`src/rtl/nd_1ton_if.sv`:
```
// Channel bundle for nd_1ton: one four-phase input channel, NUM_OUT four-phase
// output channels and per-output occupancy status.
interface nd_1ton_if #(
   parameter int NUM_OUT = 4,
   parameter int ASZ     = 8,
   parameter int DSZ     = 8,
   parameter int CW      = 3
);
   logic                   ready;
   logic [ASZ-1:0]         rcv0_src;
   logic [ASZ-1:0]         rcv0_dst;
   logic [DSZ-1:0]         rcv0_dat;
   logic                   rcv0_req;
   logic                   rcv0_ack;
   logic [NUM_OUT*ASZ-1:0] snd_src;
   logic [NUM_OUT*ASZ-1:0] snd_dst;
   logic [NUM_OUT*DSZ-1:0] snd_dat;
   logic [NUM_OUT-1:0]     snd_req;
   logic [NUM_OUT-1:0]     snd_ack;
   logic [NUM_OUT*CW-1:0]  occ;

   // The node itself.
   modport slave (
      output ready,
      input  rcv0_src, rcv0_dst, rcv0_dat, rcv0_req,
      output rcv0_ack,
      output snd_src, snd_dst, snd_dat, snd_req,
      input  snd_ack,
      output occ
   );

   // The surrounding network: drives the input channel, consumes the outputs.
   modport master (
      input  ready,
      output rcv0_src, rcv0_dst, rcv0_dat, rcv0_req,
      input  rcv0_ack,
      input  snd_src, snd_dst, snd_dat, snd_req,
      output snd_ack,
      input  occ
   );
endinterface

```
`src/rtl/nd_1ton.sv`:
```
// One-input, NUM_OUT-output message demultiplexer: routes by destination address
// against ascending bounds into per-output FIFOs, each drained by its own four-phase channel.
`ifndef NS_MESSAGE_FIFO_SIZE
`define NS_MESSAGE_FIFO_SIZE 4
`endif
`ifndef NS_ADDRESS_SIZE
`define NS_ADDRESS_SIZE 8
`endif
`ifndef NS_DATA_SIZE
`define NS_DATA_SIZE 8
`endif

module nd_1ton #(
   parameter int NUM_OUT = 4,
   parameter int BND_1   = 0,
   parameter int BND_2   = 0,
   parameter int BND_3   = 0,
   parameter int FSZ     = `NS_MESSAGE_FIFO_SIZE,
   parameter int ASZ     = `NS_ADDRESS_SIZE,
   parameter int DSZ     = `NS_DATA_SIZE,
   parameter int CW      = $clog2(FSZ) + 1
) (
   input  logic     i_clk,
   input  logic     reset,
   nd_1ton_if.slave bus
);
   localparam int PW = $clog2(FSZ);
   localparam int MW = 2 * ASZ + DSZ;
   localparam logic [ASZ-1:0] BND_1_C = ASZ'(BND_1);
   localparam logic [ASZ-1:0] BND_2_C = ASZ'(BND_2);
   localparam logic [ASZ-1:0] BND_3_C = ASZ'(BND_3);

   typedef enum logic [1:0] {
      ST_IDLE = 2'd0,
      ST_SEND = 2'd1,
      ST_WAIT = 2'd2
   } out_state_e;

   logic                   ready_q;
   logic [1:0]             init_q;
   logic                   ack_q;
   logic [1:0]             idx_s;
   logic                   sel_full_s;
   logic                   accept_s;
   logic [NUM_OUT-1:0]     full_s;
   logic [NUM_OUT-1:0]     push_s;
   logic [MW-1:0]          msg_s;
   logic [NUM_OUT*ASZ-1:0] snd_src_s;
   logic [NUM_OUT*ASZ-1:0] snd_dst_s;
   logic [NUM_OUT*DSZ-1:0] snd_dat_s;
   logic [NUM_OUT-1:0]     snd_req_s;
   logic [NUM_OUT*CW-1:0]  occ_s;

   assign msg_s = {bus.rcv0_src, bus.rcv0_dst, bus.rcv0_dat};

   // Output index = number of enabled bounds at or below the destination.
   always_comb begin
      idx_s = 2'd0;
      if (bus.rcv0_dst >= BND_1_C) idx_s = idx_s + 2'd1;
      else                         idx_s = idx_s;
      if ((NUM_OUT >= 3) && (bus.rcv0_dst >= BND_2_C)) idx_s = idx_s + 2'd1;
      else                                             idx_s = idx_s;
      if ((NUM_OUT >= 4) && (bus.rcv0_dst >= BND_3_C)) idx_s = idx_s + 2'd1;
      else                                             idx_s = idx_s;
   end

   // Full flag of the target FIFO and the one-hot push strobe.
   always_comb begin
      sel_full_s = 1'b0;
      push_s     = {NUM_OUT{1'b0}};
      for (int k = 0; k < NUM_OUT; k++) begin
         if (idx_s == 2'(k)) begin
            sel_full_s = full_s[k];
            push_s[k]  = accept_s;
         end else begin
            push_s[k]  = 1'b0;
         end
      end
   end

   // Full is sampled before any same-cycle pop, so a full FIFO never takes a push.
   assign accept_s = ready_q && bus.rcv0_req && !ack_q && !sel_full_s;

   // Initialisation sequencing and input four-phase acknowledge.
   always_ff @(posedge i_clk) begin
      if (reset) begin
         ready_q <= 1'b0;
         init_q  <= 2'd0;
         ack_q   <= 1'b0;
      end else if (!ready_q) begin
         ack_q <= 1'b0;
         if (init_q == 2'd2) ready_q <= 1'b1;
         else                init_q  <= init_q + 2'd1;
      end else if (accept_s) begin
         ack_q <= 1'b1;
      end else if (ack_q && !bus.rcv0_req) begin
         ack_q <= 1'b0;
      end
   end

   generate
      for (genvar k = 0; k < NUM_OUT; k++) begin : g_out
         logic [MW-1:0] mem_q [FSZ];
         logic [PW-1:0] head_q;
         logic [PW-1:0] tail_q;
         logic [CW-1:0] cnt_q;
         logic [MW-1:0] out_q;
         logic          req_q;
         logic          pop_s;
         out_state_e    state_q;

         assign full_s[k] = (cnt_q == CW'(FSZ));
         assign pop_s     = (state_q == ST_IDLE) && (cnt_q != {CW{1'b0}});

         // FIFO storage write port.
         always_ff @(posedge i_clk) begin
            if (push_s[k]) mem_q[head_q] <= msg_s;
         end

         // FIFO pointers/count and output channel state machine; held clear until ready.
         always_ff @(posedge i_clk) begin
            if (reset || !ready_q) begin
               head_q  <= {PW{1'b0}};
               tail_q  <= {PW{1'b0}};
               cnt_q   <= {CW{1'b0}};
               out_q   <= {MW{1'b0}};
               req_q   <= 1'b0;
               state_q <= ST_IDLE;
            end else begin
               if (push_s[k]) head_q <= head_q + PW'(1);
               if (pop_s)     tail_q <= tail_q + PW'(1);
               cnt_q <= cnt_q + CW'(push_s[k]) - CW'(pop_s);
               case (state_q)
                  ST_IDLE: begin
                     if (pop_s) begin
                        out_q   <= mem_q[tail_q];
                        req_q   <= 1'b1;
                        state_q <= ST_SEND;
                     end
                  end
                  ST_SEND: begin
                     if (bus.snd_ack[k]) begin
                        req_q   <= 1'b0;
                        state_q <= ST_WAIT;
                     end
                  end
                  ST_WAIT: begin
                     if (!bus.snd_ack[k]) state_q <= ST_IDLE;
                  end
                  default: begin
                     req_q   <= 1'b0;
                     state_q <= ST_IDLE;
                  end
               endcase
            end
         end

         assign snd_src_s[k*ASZ +: ASZ] = out_q[MW-1 -: ASZ];
         assign snd_dst_s[k*ASZ +: ASZ] = out_q[DSZ +: ASZ];
         assign snd_dat_s[k*DSZ +: DSZ] = out_q[DSZ-1:0];
         assign snd_req_s[k]            = req_q;
         assign occ_s[k*CW +: CW]       = cnt_q;
      end
   endgenerate

   assign bus.ready    = ready_q;
   assign bus.rcv0_ack = ack_q;
   assign bus.snd_src  = snd_src_s;
   assign bus.snd_dst  = snd_dst_s;
   assign bus.snd_dat  = snd_dat_s;
   assign bus.snd_req  = snd_req_s;
   assign bus.occ      = occ_s;
endmodule

```
`src/flat_wrapper.sv`:
```
// flat-port wrapper written by rule: the top's interface ports become plain ports
module nd_1ton_flat 
#(
   parameter int NUM_OUT = 4,
   parameter int BND_1   = 0,
   parameter int BND_2   = 0,
   parameter int BND_3   = 0,
   parameter int FSZ     = `NS_MESSAGE_FIFO_SIZE,
   parameter int ASZ     = `NS_ADDRESS_SIZE,
   parameter int DSZ     = `NS_DATA_SIZE,
   parameter int CW      = $clog2(FSZ) + 1
)
  (i_clk, reset, bus_ready, bus_rcv0_src, bus_rcv0_dst, bus_rcv0_dat, bus_rcv0_req, bus_rcv0_ack, bus_snd_src, bus_snd_dst, bus_snd_dat, bus_snd_req, bus_snd_ack, bus_occ);
  nd_1ton_if #(.NUM_OUT(NUM_OUT), .ASZ(ASZ), .DSZ(DSZ), .CW(CW)) bus_i ();
  input  logic i_clk;
  input  logic reset;
  output wire logic [$bits(bus_i.ready)-1:0] bus_ready;
  input wire logic [$bits(bus_i.rcv0_src)-1:0] bus_rcv0_src;
  input wire logic [$bits(bus_i.rcv0_dst)-1:0] bus_rcv0_dst;
  input wire logic [$bits(bus_i.rcv0_dat)-1:0] bus_rcv0_dat;
  input wire logic [$bits(bus_i.rcv0_req)-1:0] bus_rcv0_req;
  output wire logic [$bits(bus_i.rcv0_ack)-1:0] bus_rcv0_ack;
  output wire logic [$bits(bus_i.snd_src)-1:0] bus_snd_src;
  output wire logic [$bits(bus_i.snd_dst)-1:0] bus_snd_dst;
  output wire logic [$bits(bus_i.snd_dat)-1:0] bus_snd_dat;
  output wire logic [$bits(bus_i.snd_req)-1:0] bus_snd_req;
  input wire logic [$bits(bus_i.snd_ack)-1:0] bus_snd_ack;
  output wire logic [$bits(bus_i.occ)-1:0] bus_occ;
  assign bus_ready = bus_i.ready;
  assign bus_i.rcv0_src = bus_rcv0_src;
  assign bus_i.rcv0_dst = bus_rcv0_dst;
  assign bus_i.rcv0_dat = bus_rcv0_dat;
  assign bus_i.rcv0_req = bus_rcv0_req;
  assign bus_rcv0_ack = bus_i.rcv0_ack;
  assign bus_snd_src = bus_i.snd_src;
  assign bus_snd_dst = bus_i.snd_dst;
  assign bus_snd_dat = bus_i.snd_dat;
  assign bus_snd_req = bus_i.snd_req;
  assign bus_i.snd_ack = bus_snd_ack;
  assign bus_occ = bus_i.occ;
  nd_1ton #(.NUM_OUT(NUM_OUT), .BND_1(BND_1), .BND_2(BND_2), .BND_3(BND_3), .FSZ(FSZ), .ASZ(ASZ), .DSZ(DSZ), .CW(CW)) u_core (.i_clk(i_clk), .reset(reset), .bus(bus_i));
endmodule
```
`config.mk`:
```
export PLATFORM = sky130hd
export DESIGN_NAME = nd_1ton_flat
export DESIGN_NICKNAME = d
export VERILOG_FILES = /design/src/rtl/nd_1ton_if.sv /design/src/rtl/nd_1ton.sv /design/src/flat_wrapper.sv
export SDC_FILE = /design/constraint.sdc
export NUM_CORES = 1
export LEC_CHECK = 0
export ABC_AREA = 1
export BUFFER_PORTS_ARGS = -buffer_cell sky130_fd_sc_hd__buf_2
export CORE_UTILIZATION = 55
export CTS_BUF_LIST = sky130_fd_sc_hd__clkbuf_4 sky130_fd_sc_hd__clkbuf_8
export DETAILED_ROUTE_END_ITERATION = 8
export PLACE_DENSITY = 0.8
export SYNTH_ARGS = -nofsm -noshare
export SYNTH_HDL_FRONTEND = slang
export SYNTH_SLANG_ARGS = --single-unit
```
`constraint.sdc`:
```
create_clock -name i_clk -period 2.6 [get_ports i_clk]
set_input_delay 0.39 -clock i_clk [delete_from_list [all_inputs] [get_ports i_clk]]
set_output_delay 0.39 -clock i_clk [all_outputs]
set_load 0.02 [all_outputs]
```
# [Word level (Yosys, flattened, before mapping)]
# Memories as Yosys holds them, arrays and structs flattened. A register that Yosys moved wholly into a read port is not among the register bits.
# Cells that the tools add are included.
[totals] in_bits=31 elab_cells=169 ram_bits=384 out_inout_bits=114 register_bits=44 memories=4
[classes] n_reduce_logical=37 magnitude_cmp=1 eq_ne=28 bitwise=6 add_sub_neg=19 muxes=51
[mem_list] name="u_core.g_out[0].mem_q" depth=4 word_bits=24 rd=1 rd_ports_with_merged_regs=1 write_ports=1 line="nd_1ton.sv:103" rtl="logic [MW-1:0] mem_q [FSZ];"
[mem_list] name="u_core.g_out[1].mem_q" depth=4 word_bits=24 rd=1 rd_ports_with_merged_regs=1 write_ports=1 line="nd_1ton.sv:103"
[mem_list] name="u_core.g_out[2].mem_q" depth=4 word_bits=24 rd=1 rd_ports_with_merged_regs=1 write_ports=1 line="nd_1ton.sv:103"
[mem_list] name="u_core.g_out[3].mem_q" depth=4 word_bits=24 rd=1 rd_ports_with_merged_regs=1 write_ports=1 line="nd_1ton.sv:103"
[op_table] op="2-to-1 mux 1 bit" n=29
[op_table] op="2-to-1 mux 2 bit" n=14
[op_table] op="one-hot mux 2 bit (3 select lines)" n=4
[op_table] op="AND reduction 3 bit" n=8
[op_table] op="adder 2 x 1 -> 2 bit, second input constant" n=11
[op_table] op="inequality test 2 bit, second input constant" n=8
[op_table] op="== test 2 bit, second input constant" n=7
[op_table] op="adder 3 x 1 -> 3 bit" n=4
[op_table] op="== test 3 bit, second input constant" n=4
[op_table] op="one-hot mux 1 bit (3 select lines)" n=4
[op_table] op="nonzero test 3 bit" n=4
[op_table] op="subtractor 3 x 1 -> 3 bit" n=4
[op_table] op="== test 2 x 1 -> 1 bit, second input constant" n=5
[op_table] op="logical NOT 2 bit" n=5
[op_table] op="AND reduction 2 bit" n=5
[op_table] op="greater-or-equal comparator 8 x 1 -> 1 bit, second input constant" n=1
[op_table] op="logical AND 1 bit" n=8
[op_table] op="inequality test 2 x 1 -> 1 bit, second input constant" n=4
[op_table] op="inverter 1 bit" n=6
[op_table] op="logical NOT 1 bit" n=4
[op_table] op="nonzero test 2 bit" n=1
[op_table] op="OR reduction 2 bit" n=1
[op_table] op="logical OR 1 bit" n=1

# [Logic depth before layout (Yosys ltp)]
[logic_depth] ltp_word=16 mapped_depth=10 mapped_depth_nobuf=10

# [Least setup slack after synthesis]
# Ideal clock, no wire load.
[synth_timing] kind="register to register" from="reg u_core.ready_q (netlist: u_core.bus.ready)" to="mem u_core.g_out[3].mem_q[0][0] in the netlist's numbering, enable pin" setup_slack_ps=352 required_ps=2195 period_less_slack_ps=2248 path_buffers=0 arrival_time_ps=1843 setup_ps=405 path_stages_with_launch=5 cell_sequence="dfxtp_1 > nand2_1 > nor2_1 > nand2_1 > nor2_1"
[synth_between] elab_chain_len=6
[synth_rtl] item="start: declaration" line="nd_1ton.sv:39" rtl="logic ready_q;"
[synth_rtl] item="start signal: assignment" line="nd_1ton.sv:87" rtl="ready_q <= 1'b0;"
[synth_rtl] item="start signal: assignment" line="nd_1ton.sv:92" rtl="if (init_q == 2'd2) ready_q <= 1'b1;"
[synth_rtl] item="logical AND 1 bit (3 in series)" line="nd_1ton.sv:82" rtl="assign accept_s = ready_q && bus.rcv0_req && !ack_q && !sel_full_s;"
[synth_rtl] item="2-to-1 mux 1 bit" line="nd_1ton.sv:72" rtl="if (idx_s == 2'(k)) begin"
[synth_rtl] item="2-to-1 mux 1 bit" line="nd_1ton.sv:117" rtl="if (push_s[k]) mem_q[head_q] <= msg_s;"
[synth_rtl] item="2-to-1 mux 1 bit (not written as such)" line="nd_1ton.sv:117"
[synth_rtl] item="end: declaration" line="nd_1ton.sv:103"
# No other way between the ends.

# [Worst setup path after layout]
[layout_timing] from="reg u_core.g_out[3].cnt_q[1]" to="reg u_core.g_out[3].cnt_q[2]"
[layout_between] elab_cells_between_ends=9 cone_classes="add/sub: 2; eq/ne: 1; mux: 2; reduce/logical: 4"
[layout_rtl] item="start: declaration" line="nd_1ton.sv:106" rtl="logic [CW-1:0] cnt_q;"
[layout_rtl] item="start signal: assignment" line="nd_1ton.sv:125" rtl="cnt_q <= {CW{1'b0}};"
[layout_rtl] item="start signal: assignment" line="nd_1ton.sv:132" rtl="cnt_q <= cnt_q + CW'(push_s[k]) - CW'(pop_s);"
[layout_rtl] item="nonzero test 3 bit" line="nd_1ton.sv:113" rtl="assign pop_s = (state_q == ST_IDLE) && (cnt_q != {CW{1'b0}});"
[layout_rtl] item="logical AND 1 bit" line="nd_1ton.sv:113"
[layout_rtl] item="net u_core.g_out[3].pop_s" line="nd_1ton.sv:109" rtl="logic pop_s;"
[layout_rtl] item="subtractor 3 x 1 -> 3 bit" line="nd_1ton.sv:132"
# The timed path passes the listed nets, and every way through them passes these cells.
# A chain may end at the register's enable or synchronous reset.

==> summary.md <==
| Metric | Value |
|---|---|
| Sequential area share after synthesis | 56.3% |
| Clk_lat worst skew | 0.44 ns |
| Global route total overflow | 0 |
| Fmax | 541 MHz |
| Via count of the first global-routing pass | 3959 |
| TritonCTS Buffers | 17 |
| Sink Count | roughly 150 |
| H-tree depth | 4 |
| Setup violations, final | 0 |
| First-pass GRT wire length | about 18000 um |
| CP max stage delay | roughly 0.37 ns |
| CP Cell Sequence | nor2_2, nand2_2, nand2_4, inv_1, ha_1, inv_1, ha_1, fa_1, xor2_1, nor2_1 |
| Hold EP | u_core.bus.ready |
| Startpoint Class | register |
| Netlist Area Pre-Place | 7110 um2 |
| YS warnings | 0 |
| Slowest stage cell on the critical path | fa_1 |
| Clock-pin slew on the worst setup and hold paths | 0.08 ns |
| Fillers | between 1000 and 1500 |
| Yosys reg bits | 152 |
| Total number of vias | 4590 |
| Routed met2 length | 5500 um |
| Crit-path max FO | 4 |
| Design Area, Final | between 7000 and 8000 um2 |
| Fin. Hold Viols | 0 |
| Largest net degree at the start of global routing | 53 |
| Most frequent cells in the layout | 194 x nand2_1, 151 x inv_1, 96 x edfxtp_1 |
| Tot GR Track Use | ~18% |
| Final TNS setup | 0 ns |
| Max_cap viols | 0 |
| DIE HEIGHT | ~120 um |
| FF-to-FF path depth | 10 |
| Initial Util | 56.4% |
| CTS tree | built |
| Syn Inst Count | a little under 800 |
| Wire length on met3 | between 800 and 900 um |
| Crit path time final | between 1.5 and 2 ns |
| Hold depth | 2 |
| GP Congestion | around 0.72 |
| Vias per std cell | approximately 4.4 |
| Crit path kind | register to register |
| Clock buffer depth | 2 |
| Crit path capture type | register |
| Core area | between 10000 and 15000 um2 |
| Final wirelength | approximately 12000 um |
| Per-cell routed wire length | approximately 11 um |
| Unique masters post-synth | 27 |
| Wire length on met1 | between 5000 and 6000 um |
| Commonest register cell after synthesis | edfxtp_1 |
| # port buffers | 72 |
| Unrepaired setup endpoints after global routing | no |
| Commonest non-fill, non-tap cell in the layout | nand2_1 |
| Site Rows | slightly above 40 |
| DR iter-0 viols | 311 |
| Status | completed |
| Detailed placement HPWL | approximately 7600 um |
| Layout Nets | just over 900 |
| Syn avg cell area | ~9 um2 |
| Class of the worst hold path | input pin to register |
| Worst Tran Pin Value | around 0.55 ns |
| Setup slack after layout | ~0.75 ns |
| Area grow syn2layout | 7.74% |
| Initial antenna violation count | 1 |
| Worst flop-to-flop path startpoint | u_core.g_out[3].cnt_q[1] |
| Die Area | about 13000 um2 |
| Post-CTS setup buffers | 0 |
| Total I/O pin count | 145 |
| Worst rel slew slack | around 64% |
| VDD IR-drop max | a little over 0.3 mV |
| Number of flops mapped to enable cells by yosys | 96 |
| WP data required | 2.93 ns |
| # hold bufs at CTS | 0 |
| Worst R2R Setup Slack | about 0.75 ns |
| Reg2reg end | u_core.g_out[3].cnt_q[2] |
| # DRC | 0 |
| Pre-antenna DRT Iters | 5 |
| Area after DPL | 7290 um2 |
| Fraction of layout cells with a size suffix above 1 | 14.3% |
| DP Worst Slack | 0.715 ns |
| Tcrit/Tclk final | between 70% and 80% |
| ANT nets after route | 0 |
| Synth async-reset ratio | 0% |
| Slew Limit Fails | 0 |
| Die width | 116 um |
| Final Skew | 0.0103 ns |
| Root Buffer | clkbuf_8 |
| # resized after CTS | 0 |
| Pleak | roughly 3.7 nW |
| Final Power | approximately 4.7 mW |
| Hold path start | reset |
| Arrival time worst endpoint | ~2.2 ns |
| Top Metal Used | met4 |
| Pwr Density | approximately 610 nW/um2 |
## cell usage after synthesis, types with 2 or more instances
library cell / count / area share (%)
and2_1: 2 / 0.18
inv_4: 2 / 0.18
nor2_1: 84 / 4.4
ha_1: 10 / 1.8
o21ai_0: 13 / 0.91
xor2_1: 3 / 0.37
a211oi_1: 4 / 0.42
nand2_2: 3 / 0.26
edfxtp_1: 96 / 41
buf_2: 10 / 0.70
fa_1: 4 / 1.1
a21oi_1: 11 / 0.77
dfxtp_1: 56 / 16
inv_1: 151 / 8.0
buf_6: 5 / 0.79
nand3_1: 49 / 3.4
nand2_1: 194 / 10
buf_4: 86 / 9.1
## registers in the layout, summed over array words and instances, names as in the netlist
register              cells
u_core.bus.rcv0_ack       1
u_core.g_out.cnt_q       12
u_core.g_out.mem_q       96
u_core.init_q             2
u_core.g_out.state_q      8
u_core.g_out.tail_q       2
u_core.bus.ready          1
u_core.g_out.head_q       2
u_core.g_out.out_q       24
u_core.g_out.req_q        4
## cell families after synthesis
| kind of cell | count (synthesis) | share of synthesized area [%] |
|---|---|---|
| and+or+nand+nor | 335 | 19.0 |
| buffers and inverters | 255 | 18.9 |
| DFF | 152 | 56.3 |
| AOI/OAI and AO/OA | 31 | 2.41 |
| adders and majority gates | 14 | 2.88 |
| xor gates and xnor gates | 4 | 0.493 |
| other | 1 | 0.0527 |
## how the worst max path moves through the flow
stage                                   startpoint                           to  cells after the start  slack, ns
final                     u_core.g_out[3].cnt_q[1]     u_core.g_out[3].cnt_q[2]                     10       0.75
after CTS                 u_core.g_out[3].cnt_q[1]     u_core.g_out[3].cnt_q[2]                     10       0.74
after global routing      u_core.g_out[3].cnt_q[1]     u_core.g_out[3].cnt_q[2]                     10       0.65
after floorplan                   u_core.bus.ready  u_core.g_out[3].mem_q[0][0]                      4       0.35
after global placement                bus_rcv0_req     u_core.g_out[3].cnt_q[2]                     10       0.74
after detailed placement              bus_rcv0_req     u_core.g_out[3].cnt_q[2]                     10       0.71
## stage by stage
stage | hold WS, ns | instances | util [%]
2_1_floorplan | 0.439 | 863 | -
3_3_place_gp | 0.446 | 1017 | 57.8
3_5_place_dp | 0.453 | 1017 | 57.8
4_1_cts | 0.107 | 1048 | 60.7
5_1_grt | 0.132 | 1048 | 60.7
6_report | 0.130 | 1049 | 60.7
## report_power, final
| part | switching [mW] | internal [mW] | total [mW] |
|---|---|---|---|
| Sequential | 0.0207 | 2.62 | 2.64 |
| Clock | 0.832 | 0.850 | 1.68 |
| Combinational | 0.280 | 0.0906 | 0.370 |
## final cells by class
cell class	count	area [um2]	share of cell area, %
diodes	1	2.50	0.0327
clock buffers	18	241	3.15
clock inverters	13	130	1.70
flip-flops and latches	152	4000	52.2
inverters	153	579	7.56
repair buffers	84	450	5.88
well taps	172	215	2.81
multi-input cells	456	2040	26.6
## layer usage
layer | up-vias | global-route usage (%)
met4 | 0 | 8.21
met2 | 160 | 29.3
li1 | 2402 | -
met5 | - | 0
met3 | 13 | 6.43
met1 | 2015 | 22.6
## worst max-delay path: cells and delay by family (launching register included)
kind,cells,cell delay (ns)
simple gates,4,0.34
fa+ha+maj,3,0.82
buf+inv,2,0.09
xor+xnor,1,0.15
flops,1,0.34
(Power assumes the default switching activity.)
